<file path="src/rtl/serial_arith_pkg.sv">
// rtl/serial_arith_pkg.sv - shared types and constants for the bit-serial arithmetic unit
package serial_arith_pkg;

  // FSM encoding kept as plain constants so older blocks can share it
  typedef logic [1:0] state_t;
  localparam state_t IDLE = 2'd0;
  localparam state_t RUN  = 2'd1;
  localparam state_t DONE = 2'd2;

  localparam logic MODE_ADD = 1'b0;
  localparam logic MODE_SUB = 1'b1;

  // Bits needed to count 0..value-1
  function automatic int clog2(input int value);
    int r;
    r = 0;
    for (int i = 0; i < 32; i++) begin
      if ((1 << i) < value) r = i + 1;
    end
    return r;
  endfunction

endpackage

</file>
<file path="src/rtl/full_adder_cell.sv">
// rtl/full_adder_cell.sv - one-bit full adder built from two half-adder stages
module full_adder_cell (
  input  logic a,
  input  logic b,
  input  logic cin,
  output logic sum,
  output logic cout
);

  logic hs1_sum, hs1_carry, hs2_carry;

  // First half adder combines the operands, second folds in the carry
  assign hs1_sum   = a ^ b;
  assign hs1_carry = a & b;
  assign sum       = hs1_sum ^ cin;
  assign hs2_carry = hs1_sum & cin;
  assign cout      = hs1_carry | hs2_carry;

endmodule

</file>
<file path="src/rtl/serial_add_sub.sv">
// rtl/serial_add_sub.sv - bit-serial adder/subtractor, LSB first, one bit per clock
module serial_add_sub
  import serial_arith_pkg::*;
#(
  parameter int WIDTH = 8
) (
  input  logic             clk,
  input  logic             rst_n,
  input  logic             start,
  input  logic             mode,
  input  logic [WIDTH-1:0] a,
  input  logic [WIDTH-1:0] b,
  output logic             busy,
  output logic             done,
  output logic [WIDTH-1:0] result,
  output logic             carry_out,
  output logic             overflow
);

  localparam int CNT_W = clog2(WIDTH);
  localparam logic [CNT_W-1:0] LAST_BIT = CNT_W'(WIDTH - 1);

  state_t           state;
  logic [WIDTH-1:0] a_sr;
  logic [WIDTH-1:0] b_sr;
  logic [WIDTH-1:0] res_sr;
  logic [CNT_W-1:0] bit_cnt;
  logic             carry_q;
  logic             mode_q;
  logic             fa_sum;
  logic             fa_cout;

  // Single serial slice; subtraction arrives as a + ~b + 1 via the preset carry
  full_adder_cell u_fa (
    .a    (a_sr[0]),
    .b    (b_sr[0]),
    .cin  (carry_q),
    .sum  (fa_sum),
    .cout (fa_cout)
  );

  // Status outputs decode straight from the state register
  assign busy = (state == RUN);
  assign done = (state == DONE);

  // FSM, datapath shift registers and flag capture
  always_ff @(posedge clk) begin
    if (!rst_n) begin
      state     <= IDLE;
      a_sr      <= '0;
      b_sr      <= '0;
      res_sr    <= '0;
      bit_cnt   <= '0;
      carry_q   <= 1'b0;
      mode_q    <= 1'b0;
      result    <= '0;
      carry_out <= 1'b0;
      overflow  <= 1'b0;
    end else begin
      case (state)
        IDLE: begin
          if (start) begin
            state     <= RUN;
            a_sr      <= a;
            b_sr      <= (mode == MODE_ADD) ? b : ~b;
            mode_q    <= mode;
            carry_q   <= mode;
            bit_cnt   <= '0;
            res_sr    <= '0;
            result    <= '0;
            carry_out <= 1'b0;
            overflow  <= 1'b0;
          end
        end
        RUN: begin
          a_sr    <= {1'b0, a_sr[WIDTH-1:1]};
          b_sr    <= {1'b0, b_sr[WIDTH-1:1]};
          res_sr  <= {fa_sum, res_sr[WIDTH-1:1]};
          carry_q <= fa_cout;
          bit_cnt <= bit_cnt + CNT_W'(1);
          if (bit_cnt == LAST_BIT) begin
            // carry_q is the carry into the MSB on this final edge
            state     <= DONE;
            result    <= {fa_sum, res_sr[WIDTH-1:1]};
            carry_out <= fa_cout ^ mode_q;
            overflow  <= carry_q ^ fa_cout;
          end
        end
        DONE: begin
          state <= IDLE;
        end
        default: begin
          state <= IDLE;
        end
      endcase
    end
  end

endmodule
</file>
<file path="config.mk">
export PLATFORM = sky130hd
export DESIGN_NAME = serial_add_sub
export DESIGN_NICKNAME = d
export VERILOG_FILES = /design/src/rtl/serial_arith_pkg.sv /design/src/rtl/full_adder_cell.sv /design/src/rtl/serial_add_sub.sv
export SDC_FILE = /design/constraint.sdc
export NUM_CORES = 1
export LEC_CHECK = 0
export CAP_MARGIN = 20
export CELL_PAD_IN_SITES_DETAIL_PLACEMENT = 1
export CELL_PAD_IN_SITES_GLOBAL_PLACEMENT = 2
export CORE_MARGIN = 2
export CORE_UTILIZATION = 35
export DETAILED_ROUTE_END_ITERATION = 8
export GPL_ROUTABILITY_DRIVEN = 0
export HOLD_SLACK_MARGIN = 0.05
export MAX_ROUTING_LAYER = met4
export PLACE_DENSITY = 0.77
export RECOVER_POWER = 50
export SLEW_MARGIN = 0
export SYNTH_ARGS = -nofsm -noshare
export SYNTH_HDL_FRONTEND = slang
export SYNTH_HIERARCHICAL = 1
export SYNTH_SLANG_ARGS = --single-unit
</file>
<file path="constraint.sdc">
create_clock -name clk -period 5.6 [get_ports clk]
set_input_delay 1.4 -clock clk [delete_from_list [all_inputs] [get_ports clk]]
set_output_delay 1.4 -clock clk [all_outputs]
set_load 0.05 [all_outputs]
</file>
# Word-level counts from Yosys, hierarchy flattened
# Index checks and enable logic that the tools add are counted.
[totals] input_bits=20 word_cells=51 out_inout_bits=12 regBits=70
[classes] n_bitwise=8 mux=21 add_sub_neg=1 reduce_logical=6 n_eq_ne=5
[ops] operator="$pmux W32 S2" count=1
[ops] operator="$pmux W8 S2" count=4
[ops] operator="$mux W8" count=5
[ops] operator="$add A32 B1 Y32 const B" count=1
[ops] operator="$eq A32 B3 Y1 const B" count=1
[ops] operator="$mux W32" count=1
[ops] operator="$not A8 Y8" count=1
[ops] operator="$pmux W1 S2" count=3
[ops] operator="$reduce_and A2 Y1" count=3
[ops] operator="$mux W1" count=4
[ops] operator="$mux W2" count=2
[ops] operator="$pmux W2 S2" count=1
[ops] operator="$xor A1 B1 Y1" count=4
[ops] operator="$reduce_and A3 Y1" count=1
[ops] operator="$and A1 B1 Y1" count=2
[ops] operator="$eq A2 B1 Y1 const B" count=1
[ops] operator="$eq A2 B2 Y1 const B" count=1
[ops] operator="$logic_not A2 Y1" count=1
[ops] operator="$ne A2 B1 Y1 const B" count=1
[ops] operator="$ne A2 B2 Y1 const B" count=1
[ops] operator="$reduce_bool A2 Y1" count=1
[ops] operator="$or A1 B1 Y1" count=1

# Depth between registers and ports, before layout
[depth] word_depth=6 mapped_depth=7 mapped_depth_nobuf=5

# Cells and area by module
# Netlist, hierarchy kept.
[by_module_without_submodules] module="serial_add_sub" n_inst=1 seq_area_each_um2=1381.3 area_per_inst_um2=3199.3 cells_each=372
[by_module_without_submodules] module="full_adder_cell" n_inst=1 seq_area_each_um2=0.0 area_per_inst_um2=20.0 cells_each=1

# Least setup slack after synthesis
# Ideal clock, no wire load.
[synth_timing] path_kind="flip-flop to output port" startpoint="register state[1]" endpoint="output port busy" t_required_ps=4200 stages_incl_launch_ff=6 path_slack_ps=2629 path_buffers=3 arrival_ps=1571 cell_sequence="dfxtp_1 nand2b_1 clkbuf_1 inv_1 clkbuf_1 clkbuf_1"
[synth_via] elab_chain_len=1
[synth_rtl] item="start, declared" line_no="serial_add_sub.sv:23" source="state_t state;"
[synth_rtl] item="start signal, assigned" line_no="serial_add_sub.sv:49" source="state <= IDLE;"
[synth_rtl] item="start signal, assigned" line_no="serial_add_sub.sv:63" source="state <= RUN;"
[synth_rtl] item="start signal, assigned" line_no="serial_add_sub.sv:83" source="state <= DONE;"
[synth_rtl] item="$eq A2 B1 Y1" line_no="serial_add_sub.sv:43" source="assign busy = (state == RUN);"
[synth_rtl] item="end, declared" line_no="serial_add_sub.sv:13" source="output logic busy,"
# No other way between the ends.

==> metrics list <==
- The worst hold path belongs to the class reg2reg.
* Overall via count from detail_route: 2960
- STA classifies the critical path startpoint as an input port.
- Cell internal power was estimated by the tool at 879.0 µW.
* Initial drt markers: 114
- For the pin with the worst max-slew slack, the measured transition is 1694 ps.
* Synth Warn #: 6
- Fraction of final layout cells with drive strength greater than 1: 7.268%
- Mean number of vias per cell: 5.838
- The synthesized netlist occupies a cell area of 3219 µm².
- The worst pin sits at a relative slew slack of -13.06%.
* Die W: 99.91 µm
- Summed over all instances, the cell type with the most area after synthesis is dfxtp_1.
- Layout Skew: 12.27 ps
- Clock tree from TritonCTS: yes
- Routed len/inst: 17.72 µm
* Violations in the final reports: capacitance limit, slew limit
- Pwr per Cell Area: 296.8 nW/µm²
- The area growth from synthesis to layout is 19.74%.
- Unrepaired setup endpoints after global routing: false
- Along the worst path, the maximum fanout reaches 52.
- Final setup violating endpoints: 0
- Source-to-sink clock delay at the later pin of the worst-skew pair: 350 ps
- Area of the placeable core: 8806 µm²
- In this run the clock root is driven by a clkbuf_8.
- In this run the power spent charging and discharging nets is 265.2 µW.
* DRT antenna net count: 0
- The number of global-route vias before repair is 2970.
* Detailed-route wire length: 8985 µm
- Register area share after synthesis: 42.91%
* Portion of total power attributed to the clock network: 47.7%
- The synthesized netlist contains 48 unique library cells.
* Clock transition at the registers of the reported paths: 80 ps
- Flop pwr share: 44.6%
- Placement row count: 34
- After clock tree synthesis, the setup repair step added 0 buffers.
* Net count of the mapped netlist: 395
- In this run, post-CTS hold repair placed 0 buffers.
- # H-tree levels: 3
* Maximum buffer depth of the clock tree: 2
* Dominant register cell in the synthesized netlist: dfxtp_1
* Largest net degree at the start of global routing: 53
- Req. time, crit path: 5840 ps
- The die covers 9981 µm².
- Post-DP HPWL: 6017 µm
- 0 antenna diodes ended up in the layout.
- For this run, the top clock speed supported by timing is 249.8 MHz.
* Nature of the critical path endpoint: flop
- # DRC: 0
- Cts bufs inserted: 9
- In the finished design, the share of the clock period the worst path needs comes to 71.50%.
- Final layout net count: 416
* Post-synthesis instance total: 373
* Switching Share: 23.18%
* Number of hold-slack violations in the final timing report: 0
* Final total negative setup slack: 0 ps
- By count the netlist is led by dfxtp_1 (69), a21oi_1 (38), nand2_1 (37).
* Yosys top cell area share: 42.91%
- Post-synth EDFFs: 0
* Effective utilization at floorplan: 36.56%
- Die span in y: 99.91 µm
* Max Slew Vio Count: 101
- The pre-antenna-repair detailed-routing pass consisted of 4 iterations.
- For this design the static power due to leakage is 1.322 nW.
- After layout, the worst setup slack is 1596 ps.
- Input and output buffers added on the ports amount to 31.
- Status: complete, but fails checks
- Summed over all layers, the global routing overflow is 0.
- Number of antenna violations at the first check in global routing: 0
* Combinational Power Share: 7.8%
- Top area cells in the synthesized netlist: dfxtp_1 (43%), a21oi_1 (5.9%), nand3_1 (4.5%), nand2_1 (4.3%), a32o_1 (2.8%)
* Post-cts repair resize count: 0
* Worst vdd rail ir drop: 135.3 µV
- IO Count: 32
* Minimum clock period: 4004 ps
- Worst slack after detailed placement: 1962 ps
- Worst Path Arrival: 4240 ps
- Flop and latch count out of synthesis: 69
* Combined global-route utilization of all metal layers: 19.70%
- The first global-routing pass estimated 15190 µm of wire.
- Max-cap violations in this run came to 2.
* Average size of a mapped cell: 8.631 µm²
- Most used standard cell by instance count after synthesis: dfxtp_1
- The worst setup path is of the in2reg kind.
* Async set-reset flop share out of synthesis: 0%
- Clock tree synthesis found a total of 69 sinks.
==> state kept, by name, indices dropped and copies added, names as in the netlist <==
name,cells
a_sr,8
b_sr,8
bit_cnt,32
carry_out,1
carry_q,1
mode_q,1
overflow,1
res_sr,7
result,8
state,2
==> cell type report <==
class / instances / area [µm²]
fill: 1044 / 4951
multi-input combinational: 272 / 1703
sequential: 69 / 1381
timing repair buffer: 37 / 355.3
tap: 108 / 135.1
clock inverter: 6 / 133.9
clock buffer: 10 / 127.6
inverter: 5 / 18.77
==> layer usage <==
layer / part of all wire, % / up-vias / GRT usage (%)
met3: 2.3 / 13 / 3.134
met1: 50 / 1460 / 26.03
met4: 1.9 / 0 / 6.639
met5: 0 / - / -
met2: 46 / 40 / 30.93
li1: - / 1447 / -
==> layout by cell type (no fill, tap or decap), types with 9 or more instances in the layout <==
cell              n
a21oi_1          38
a32o_1            9
clkbuf_8          9
clkdlybuf4s50_1  23
dfxtp_1          69
nand2_1          37
nand3_1          29
nand4_1          12
nor2_1           20
nor4_1           14
or4_1            11
==> power by group through the flow <==
stage | clock (mW) | combinational (mW) | sequential (mW)
2_1_floorplan | 0 | 0.0573 | 0.519
3_3_place_gp | 0 | 0.0892 | 0.521
3_5_place_dp | 0 | 0.0908 | 0.522
4_1_cts | 0.554 | 0.0911 | 0.510
5_1_grt | 0.580 | 0.0999 | 0.512
6_report | 0.545 | 0.0888 | 0.510
==> stage by stage <==
step	utilization [%]	hold WS [ps]	instance area (µm²)	power [mW]	std cells
final	43.78	460.8	3855	1.144	507
after detailed placement	40.81	456.7	3593	0.6126	491
after CTS	43.78	466.5	3855	1.155	507
after global routing	43.78	486.4	3855	1.192	507
after global placement	40.81	446.9	3593	0.6106	491
after floorplan	-	435.0	3219	0.5762	373
==> worst paths after layout <==
| check | slack (ps) | end | depth (start not counted) | from |
|---|---|---|---|---|
| max | 1600 | result[3] | 5 | rst_n |
| min | 460 | result[0] | 2 | res_sr[1] |
| max reg2reg | 3060 | bit_cnt[22] | 5 | bit_cnt[0] |
| min reg2reg | 460 | result[0] | 2 | res_sr[1] |
==> cells by family after synthesis <==
kind of cell | share of synthesized area [%]
buffers and inverters | 4.197
AO/OA/AOI/OAI | 18.69
XOR/XNOR | 2.993
multiplexers | 2.876
adder cells (fa/ha/maj) | 1.010
AND/OR/NAND/NOR | 27.32
flip-flops | 42.91
==> worst max-delay path, cell delays in order <==
cell and delay, ps:
dlygate4sd3_1 530, buf_4 190, inv_1 1210, nor2_1 470, a32o_1 400
(Power assumes the default switching activity.)
